==> config.mk <==
export PLATFORM = sky130hd
export DESIGN_NAME = clk_div_ctrl_flat
export DESIGN_NICKNAME = d
export VERILOG_FILES = /design/src/rtl/clk_div_ctrl_if.sv /design/src/rtl/clk_div_ctrl.sv /design/src/flat_wrapper.sv
export SDC_FILE = /design/constraint.sdc
export NUM_CORES = 1
export LEC_CHECK = 0
export BUFFER_PORTS_ARGS = -buffer_cell sky130_fd_sc_hd__buf_2
export CAP_MARGIN = 20
export CELL_PAD_IN_SITES_DETAIL_PLACEMENT = 1
export CELL_PAD_IN_SITES_GLOBAL_PLACEMENT = 1
export CORE_MARGIN = 3
export CORE_UTILIZATION = 47
export DETAILED_ROUTE_END_ITERATION = 6
export HOLD_SLACK_MARGIN = 0.03
export PLACE_DENSITY_LB_ADDON = 0.05
export SYNTH_ARGS = -nofsm -noshare
export SYNTH_HDL_FRONTEND = slang
export SYNTH_SLANG_ARGS = --single-unit
==> constraint.sdc <==
create_clock -name clk -period 6.1 [get_ports clk]
set_clock_uncertainty 0.15 [all_clocks]
set_input_delay 1.22 -clock clk [delete_from_list [all_inputs] [get_ports clk]]
set_output_delay 1.22 -clock clk [all_outputs]
set_load 0.02 [all_outputs]
==> src/rtl/clk_div_ctrl_if.sv <==
// clk_div_ctrl_if: valid/ready configuration channel for the clock divider controller
//   cfg_valid  master->slave  a new divide ratio is offered
//   cfg_div    master->slave  offered divide ratio N (W bits)
//   cfg_ready  slave->master  controller can accept a ratio
//   cfg_err    slave->master  one-cycle pulse: accepted ratio was illegal and dropped
interface clk_div_ctrl_if #(parameter int W = 8);
   logic         cfg_valid;
   logic [W-1:0] cfg_div;
   logic         cfg_ready;
   logic         cfg_err;
   modport master (output cfg_valid, cfg_div, input cfg_ready, cfg_err);
   modport slave (input cfg_valid, cfg_div, output cfg_ready, cfg_err);
endinterface

==> src/rtl/clk_div_ctrl.sv <==
// clk_div_ctrl: run-time controller for a programmable integer clock divider
//   clk      system clock, rising edge
//   rst      synchronous active-high reset
//   en       run request; low stops at the end of the current period
//   cfg      configuration channel (slave side)
//   div_out  divided output, high for cnt < N>>1
//   tick     one-cycle pulse in the last cycle of each period
//   active   controller is running or draining
//   cur_div  divide ratio currently in effect
module clk_div_ctrl #(
   parameter int W     = 8,
   parameter int DEF_N = 7
) (
   input  logic           clk,
   input  logic           rst,
   input  logic           en,
   clk_div_ctrl_if.slave  cfg,
   output logic           div_out,
   output logic           tick,
   output logic           active,
   output logic [W-1:0]   cur_div
);
   typedef enum logic [1:0] {IDLE, RUN, DRAIN} state_t;
   state_t       state_q, state_d;
   logic [W-1:0] cnt_q, cnt_d, cur_q, cur_d, pdiv_q, pdiv_d;
   logic         pvld_q, pvld_d, err_d, div_q, div_d, tick_q, tick_d, act_q, act_d;
   logic         wrap, bnd, accept, legal, apply;
   assign wrap   = state_q != IDLE && cnt_q == cur_q - 1'b1;
   // a period boundary: idle, or the last cycle of a running period
   assign bnd    = state_q == IDLE || wrap;
   assign accept = cfg.cfg_valid && !pvld_q;
   assign legal  = |cfg.cfg_div[W-1:1];
   assign apply  = pvld_q && bnd;
   // next-cycle outputs are decoded from next-cycle state so the flops line up with cnt
   always_comb begin
      state_d = bnd ? (en ? RUN : IDLE) : (en ? RUN : DRAIN);
      cnt_d   = bnd ? '0 : cnt_q + 1'b1;
      cur_d   = apply ? pdiv_q : cur_q;
      pvld_d  = apply ? 1'b0 : pvld_q | (accept & legal);
      pdiv_d  = accept && legal ? cfg.cfg_div : pdiv_q;
      err_d   = accept & ~legal;
      act_d   = state_d != IDLE;
      div_d   = act_d && cnt_d < (cur_d >> 1);
      tick_d  = act_d && cnt_d == cur_d - 1'b1;
   end
   always_ff @(posedge clk) begin
      if (rst) begin
         state_q       <= IDLE;
         cnt_q         <= '0;
         cur_q         <= W'(DEF_N);
         pdiv_q        <= W'(DEF_N);
         pvld_q        <= 1'b0;
         div_q         <= 1'b0;
         tick_q        <= 1'b0;
         act_q         <= 1'b0;
         cfg.cfg_err   <= 1'b0;
         cfg.cfg_ready <= 1'b1;
      end else begin
         state_q       <= state_d;
         cnt_q         <= cnt_d;
         cur_q         <= cur_d;
         pdiv_q        <= pdiv_d;
         pvld_q        <= pvld_d;
         div_q         <= div_d;
         tick_q        <= tick_d;
         act_q         <= act_d;
         cfg.cfg_err   <= err_d;
         cfg.cfg_ready <= !pvld_d;
      end
   end
   assign div_out = div_q;
   assign tick    = tick_q;
   assign active  = act_q;
   assign cur_div = cur_q;
endmodule

==> src/flat_wrapper.sv <==
// flat-port wrapper written by rule: the top's interface ports become plain ports
module clk_div_ctrl_flat 
#(
   parameter int W     = 8,
   parameter int DEF_N = 7
)
  (clk, rst, en, div_out, tick, active, cur_div, cfg_cfg_valid, cfg_cfg_div, cfg_cfg_ready, cfg_cfg_err);
  clk_div_ctrl_if #(.W(W)) cfg_i ();
  input  logic clk;
  input  logic rst;
  input  logic en;
  output logic div_out;
  output logic tick;
  output logic active;
  output logic [W-1:0] cur_div;
  input wire logic [$bits(cfg_i.cfg_valid)-1:0] cfg_cfg_valid;
  input wire logic [$bits(cfg_i.cfg_div)-1:0] cfg_cfg_div;
  output wire logic [$bits(cfg_i.cfg_ready)-1:0] cfg_cfg_ready;
  output wire logic [$bits(cfg_i.cfg_err)-1:0] cfg_cfg_err;
  assign cfg_i.cfg_valid = cfg_cfg_valid;
  assign cfg_i.cfg_div = cfg_cfg_div;
  assign cfg_cfg_ready = cfg_i.cfg_ready;
  assign cfg_cfg_err = cfg_i.cfg_err;
  clk_div_ctrl #(.W(W), .DEF_N(DEF_N)) u_core (.clk(clk), .rst(rst), .en(en), .cfg(cfg_i), .div_out(div_out), .tick(tick), .active(active), .cur_div(cur_div));
endmodule
==> results of run 1 <==
## cell usage after synthesis, types with 7 or more instances
| cell type | n |
|---|---|
| clkbuf_1 | 8 |
| dfxtp_1 | 32 |
| ha_1 | 9 |
| inv_1 | 9 |
| mux2i_1 | 12 |
| nand2_1 | 11 |
| nand3_1 | 7 |
| nor2_1 | 40 |
| nor2b_1 | 8 |
| xnor2_1 | 13 |
| xor2_1 | 11 |
## cell type report
type,count,area share [%]
clock buffers,7,3.86
repair buffers,24,5.37
multi-input cells,187,57.5
inverters,9,1.51
clock inverters,1,0.336
well taps,50,2.80
flip-flops and latches,32,28.6
## flip-flops by register name, indices dropped and copies added, names as in the netlist
signal and count:
u_core.div_out 1, u_core.pvld_q 1, u_core.tick 1, u_core.active 1, u_core.cur_div 8, u_core.cfg.cfg_err 1
u_core.state_q 2, u_core.cfg.cfg_ready 1, u_core.pdiv_q 8, u_core.cnt_q 8
## through the flow
step           cell area (sq um)  setup slack, ps  hold slack (ps)  total power, mW
2_1_floorplan               2050             2370              302            0.284
3_3_place_gp                2140             2050              341            0.302
3_5_place_dp                2140             1870              338            0.304
4_1_cts                     2240             1880              354            0.475
5_1_grt                     2240             1450              399            0.493
6_report                    2240             1850              341            0.470
## where the power goes
group / switching, mW / leakage, nW / internal [mW] / total (mW)
Combinational: 0.0416 / 0.692 / 0.0286 / 0.0702
Sequential: 0.0106 / 0.262 / 0.218 / 0.228
Clock: 0.0795 / 0.0445 / 0.0916 / 0.171
Total: 0.132 / 0.998 / 0.338 / 0.470
## routing by layer
metal	global-route usage, %	vias to the layer above
met2	39.7	32
li1	-	875
met1	31.2	869
met5	0	-
met3	4.43	14
met4	7.72	0
## cells by family (layout without fill, tap and decap cells)
group / count (synthesis) / in the layout
DFF: 32 / 32
buffers and inverters: 24 / 41
xor gates and xnor gates: 25 / 25
and+or+nand+nor: 98 / 98
muxes: 13 / 13
AOI/OAI and AO/OA: 42 / 42
adders and majority gates: 9 / 9
## worst paths after layout
path / startpoint / end / slack (ps) / cells past startpoint
setup / recovery: u_core.cur_div[0] / u_core.tick / 1850 / 13
hold / removal: u_core.pdiv_q[7] / u_core.pdiv_q[7] / 340 / 2
setup reg to reg: u_core.cur_div[0] / u_core.tick / 1850 / 13
hold reg to reg: u_core.pdiv_q[7] / u_core.pdiv_q[7] / 340 / 2
## worst max-delay path: stages (launching register included)
cell       delay [ps]
dfxtp_1           450
inv_1              90
ha_1              280
or3_1             390
a31oi_1           190
a41o_1            340
nand3_1           540
mux2i_1           500
ha_1              360
and2_1            190
o211a_1           160
o21ai_0            90
a2bb2oi_1         150
nor4_1            250
==> flow_summary.yaml, run 1 <==
synth:
  seq_area_frac_synth_pct: 31.2
  synth_fa_ha_area_share_pct: 5.49
  ys_top_cells_by_area: "dfxtp_1 (31%), nor2_1 (7.3%), mux2i_1 (5.9%)"
  synthCells: 243
  synth_cell_type_count: 50
  synth_largest_area_cell: "dfxtp_1"
  synthXorXnorAreaFrac_pct: 11.0
  syn_area_per_cell_sq_um: 8.44
  synth_top_family_by_area: "simple AND/OR/NAND/NOR gates"
  async_flop_share_pct: 0
  synth_nets: 264
  synth-simple-area-share_pct: 24.3
  synth_enable_flop_cells: 0
  synth_warnings: 0
  netlist_area_sq_mm: 0.00205
  ys_ff_latch: 32
  synth-compound-area-share_pct: 15.5
  synthMuxAreaShare_pct: 6.41
  ys.flop_type: "dfxtp_1"
  yosysTopAreaCellShare_pct: 31.2
routing:
  wl_met2_mm: 2.60
  vias_per_cell: 5.77
  vias: 1790
  drt_iter0_markers: 87
  routed.top_layer: "met4"
  dr.pass1.iters: 4
  route.detailed.drc: 0
  ant_nets: 0
  wl_mm: 5.53
  wl_met1_mm: 2.61
  route.met3.wl_um: 188
  wire_per_inst_um: 17.8
global_routing:
  track_usage_pct: 23.8
  grt_overflow: 0
  grt_max_degree: 23
  grt_pass1_vias: 1871
  antenna_found_initial: 0
  grt_pass1_wl_mm: 9.64
clock_tree:
  clk_latency_ps: 280
  cts-root-buf: "clkbuf_8"
  cts.sinks: 32
  cts_buffer_depth: 2
  clk_pin_slew_ps: 70
  cts_tree: "yes"
  cts_setup_buffers: 0
  post_cts_resized: 0
  cts.hold.buffers_added: 0
  cts_buffers: 5
  h-tree-depth: 2
setup_path:
  crit_type: "reg2reg"
  start_kind: "flip-flop"
  cp_max_fo: 13
  cp.required_ps: 6140
  cp_data_arrival_time_ps: 4290
  worstSetupEndpointType: "flip-flop"
sta:
  setup_violations: 0
  period_share_pct: 69.7
  fmax_mhz: 235
  tns_ps: 0
  slew_viol_final: 0
  worst_pin_slew_ps: 659
  slew_headroom_pct: 55.9
  hold_viol: 0
  finalCriticalPeriod_ps: 4250
  rsz0062_at_grt: "no"
placement:
  dp.cells: 302
  hpwl_mm: 4.37
  place_congestion: 0.871
  io_buffers: 24
flow_run:
  drv_cap: 0
finish:
  final_net_count: 280
  area_growth_pct: 9.09
  layout_commonest_cell: "nor2_1"
  layout-drive-gt1-share_pct: 15.4
  n_fill_cell: 518
  finish.utilization_pct: 54.4
  seqCellArea_sq_um: 641
  instances_no_fill: 310
  multi_input_area_sq_mm: 0.00129
  final_cell_mix: "nor2_1 (40), dfxtp_1 (32), buf_2 (24), xnor2_1 (13), mux2i_1 (12)"
  insertedDiodeCount: 0
power:
  cellLeakagePower_nw: 0.998
  irDropWorstVdd_v: 0.000133
  power.density_mw_per_mm2: 210
floorplanning:
  dieArea_sq_mm: 0.00519
  die_x_um: 72.1
  io_pins: 25
  initial_core_util_pct: 49.8
  rows: 23
  die_y_um: 72.1
  core_sq_mm: 0.00412
worst_hold_path:
  hold_path.class: "reg2reg"
run_status:
  status: "finished clean"
Note: power is estimated with default switching activity, not from simulation.
==> run 2: changes to the inputs <==
ABC_AREA = 1   (was unset)
CORE_UTILIZATION = 41   (was 47)
clock period = 4.3 ns   (was 6.1 ns; I/O delays follow)
==> flow_summary.yaml, run 2 <==
run_status:
  status: "finished clean"
power:
  power.density_mw_per_mm2: 298
  finalPower_uw: 712
  cellLeakagePower_nw: 1.21
  irDropWorstVdd_v: 0.000144
  pwr-share-seq_pct: 45.7
  swShare_pct: 31.5
  power_frac_comb_pct: 20.1
  switchingPower_uw: 224
  clkPwrFrac_pct: 34.3
  p_int_uw: 488
setup_path:
  worstSetupEndpointType: "flip-flop"
  crit_buf_inv: 2
  cp_data_arrival_time_ps: 3510
  slowest_delay_ps: 390
  cp_slowest_cell: "dfxtp_1"
  cp-startpoint: "u_core.cur_div[0]"
  r2r_start: "u_core.cur_div[0]"
  crit_type: "reg2reg"
  critPathTopFamily: "simple AND/OR/NAND/NOR gates"
  cp_max_fo: 21
  start_kind: "flip-flop"
  worstPathCellList: "inv_2, ha_1, inv_1, nand2_1, nand2_1, nand2_1, nor2_1, nand3_1, nor2_1, nand3_2, nand2_4, nand2_4, nand2_1, nand2_2, ha_1, nand4_1, nand2_1, nor2_1, nand3_1, nor2_1, nand3_1, nor2_1, nand2_1, nor2_1"
  cp.required_ps: 4380
sta:
  hold_viol: 0
  worst_pin_slew_ps: 671
  rsz0062_at_grt: "no"
  slew_headroom_pct: 55.2
  finalCriticalPeriod_ps: 3430
  slew_viol_final: 0
  tns_ps: 0
  period_share_pct: 79.9
  setup_violations: 0
  hold_ws_ps: 316
  fmax_mhz: 291
clock_tree:
  cts_buffers: 5
  cts-root-buf: "clkbuf_8"
  cts.sinks: 32
  cts_buffer_depth: 2
  clk_pin_slew_ps: 70
  post_cts_resized: 0
  h-tree-depth: 2
  cts_tree: "yes"
  cts_setup_buffers: 0
  clk_latency_ps: 290
  cts.hold.buffers_added: 0
synth:
  synth_largest_area_cell: "dfxtp_1"
  synth_enable_flop_cells: 0
  synth_cell_type_count: 31
  synth_most_common_cell: "nand2_1"
  netlist_top_cells_count: "nand2_1 (83), inv_1 (51), nor2_1 (44), nand3_1 (35), dfxtp_1 (32)"
  async_flop_share_pct: 0
  ys.flop_type: "dfxtp_1"
  seq_area_frac_synth_pct: 29.8
  yosysTopAreaCellShare_pct: 29.8
  syn_area_per_cell_sq_um: 6.46
  synth_nets: 354
  ys_ff_latch: 32
  synth_warnings: 0
  netlist_area_sq_mm: 0.00215
  synthCells: 333
  ys_top_cells_by_area: "dfxtp_1 (30%), nand2_1 (14%), inv_1 (8.9%)"
floorplanning:
  die_x_um: 78.4
  die_y_um: 78.4
  dieArea_sq_mm: 0.00615
  rows: 25
  initial_core_util_pct: 44.1
  core_sq_mm: 0.00488
  io_pins: 25
routing:
  vias: 2086
  wl_mm: 5.91
  wire_per_inst_um: 13.9
  dr.pass1.iters: 4
  ant_nets: 0
  drt_iter0_markers: 58
  vias_per_cell: 4.91
  route.detailed.drc: 0
finish:
  layout-drive-gt1-share_pct: 18.4
  n_fill_cell: 684
  layout_commonest_cell: "nand2_1"
  final_net_count: 378
  insertedDiodeCount: 0
  area_growth_pct: 11.2
  final_cell_mix: "nand2_1 (83), inv_1 (51), nor2_1 (44), nand3_1 (35), dfxtp_1 (32)"
worst_hold_path:
  min-delay-start: "u_core.pdiv_q[6]"
  hold_path.class: "reg2reg"
placement:
  place_congestion: 0.828
  hpwl_mm: 4.76
  io_buffers: 24
global_routing:
  grt_pass1_wl_mm: 10.3
  grt_pass1_vias: 2204
  grt_max_degree: 22
  track_usage_pct: 21.4
  grt_overflow: 0
  antenna_found_initial: 0
flow_run:
  drv_cap: 0
run 2: cell types whose count changed in the layout (fill, tap and decap cells not counted), moves of 5 or more:
cell / before / now
mux2i_1: 12 / 0
xor2_1: 11 / 5
nand2_1: 11 / 83
nand2_2: 0 / 12
nand3_1: 7 / 35
nand3_2: 0 / 5
nor2b_1: 8 / 0
inv_1: 9 / 51
xnor2_1: 13 / 1
run 2: metrics by stage:
| step | cell area (sq um) | util [%] | setup slack [ps] | std cells |
|---|---|---|---|---|
| after CTS | 2390 | 49.0 | 860 | 425 |
| after floorplan | 2150 | - | 1350 | 333 |
| after global placement | 2300 | 47.2 | 1100 | 417 |
| after global routing | 2390 | 49.0 | 479 | 425 |
| after detailed placement | 2300 | 47.2 | 919 | 417 |
| final | 2390 | 49.0 | 865 | 425 |
run 2: power groups by stage:
stage | logic, mW | clock network, mW | registers (mW)
2_1_floorplan | 0.103 | 0 | 0.335
3_5_place_dp | 0.143 | 0 | 0.332
6_report | 0.143 | 0.244 | 0.325
5_1_grt | 0.163 | 0.263 | 0.327
4_1_cts | 0.144 | 0.250 | 0.325
3_3_place_gp | 0.139 | 0 | 0.332
run 2: kinds of logic after synthesis:
family          synth area share, %
simple gates                   45.3
buf+inv                        12.0
flops                          29.8
compound gates                 5.18
fa+ha+maj                      5.24
xor+xnor                       2.44
run 2: worst register-to-register path, delay by kind of cell (launching register included):
family / cells / cell delay (ps)
and+or+nand+nor: 20 / 2020
buffers and inverters: 2 / 150
DFF: 1 / 390
adders and majority gates: 2 / 660
run 2: area by class of cell:
class	instances	area (sq um)	share of cell area (%)
tap	67	83.8	3.51
timing repair buffer	24	120	5.02
clock buffer	8	90.1	3.77
multi-input combinational	239	1250	52.3
sequential	32	641	26.8
inverter	55	206	8.63
run 2: path summary, 6_finish.rpt:
kind	cells after the start	slack (ps)	endpoint
worst max-delay path	24	870	u_core.tick
worst min-delay path	2	320	u_core.pdiv_q[6]
worst max register to register	24	870	u_core.tick
worst min register to register	2	320	u_core.pdiv_q[6]
run 2: routing by layer:
metal | wire [um] | GRT usage [%] | vias up
li1 | - | - | 1080
met1 | 2760 | 26.3 | 963
met2 | 2820 | 37.0 | 31
met3 | 161 | 3.56 | 12
met4 | 164 | 8.92 | 0
met5 | 0 | 0 | -
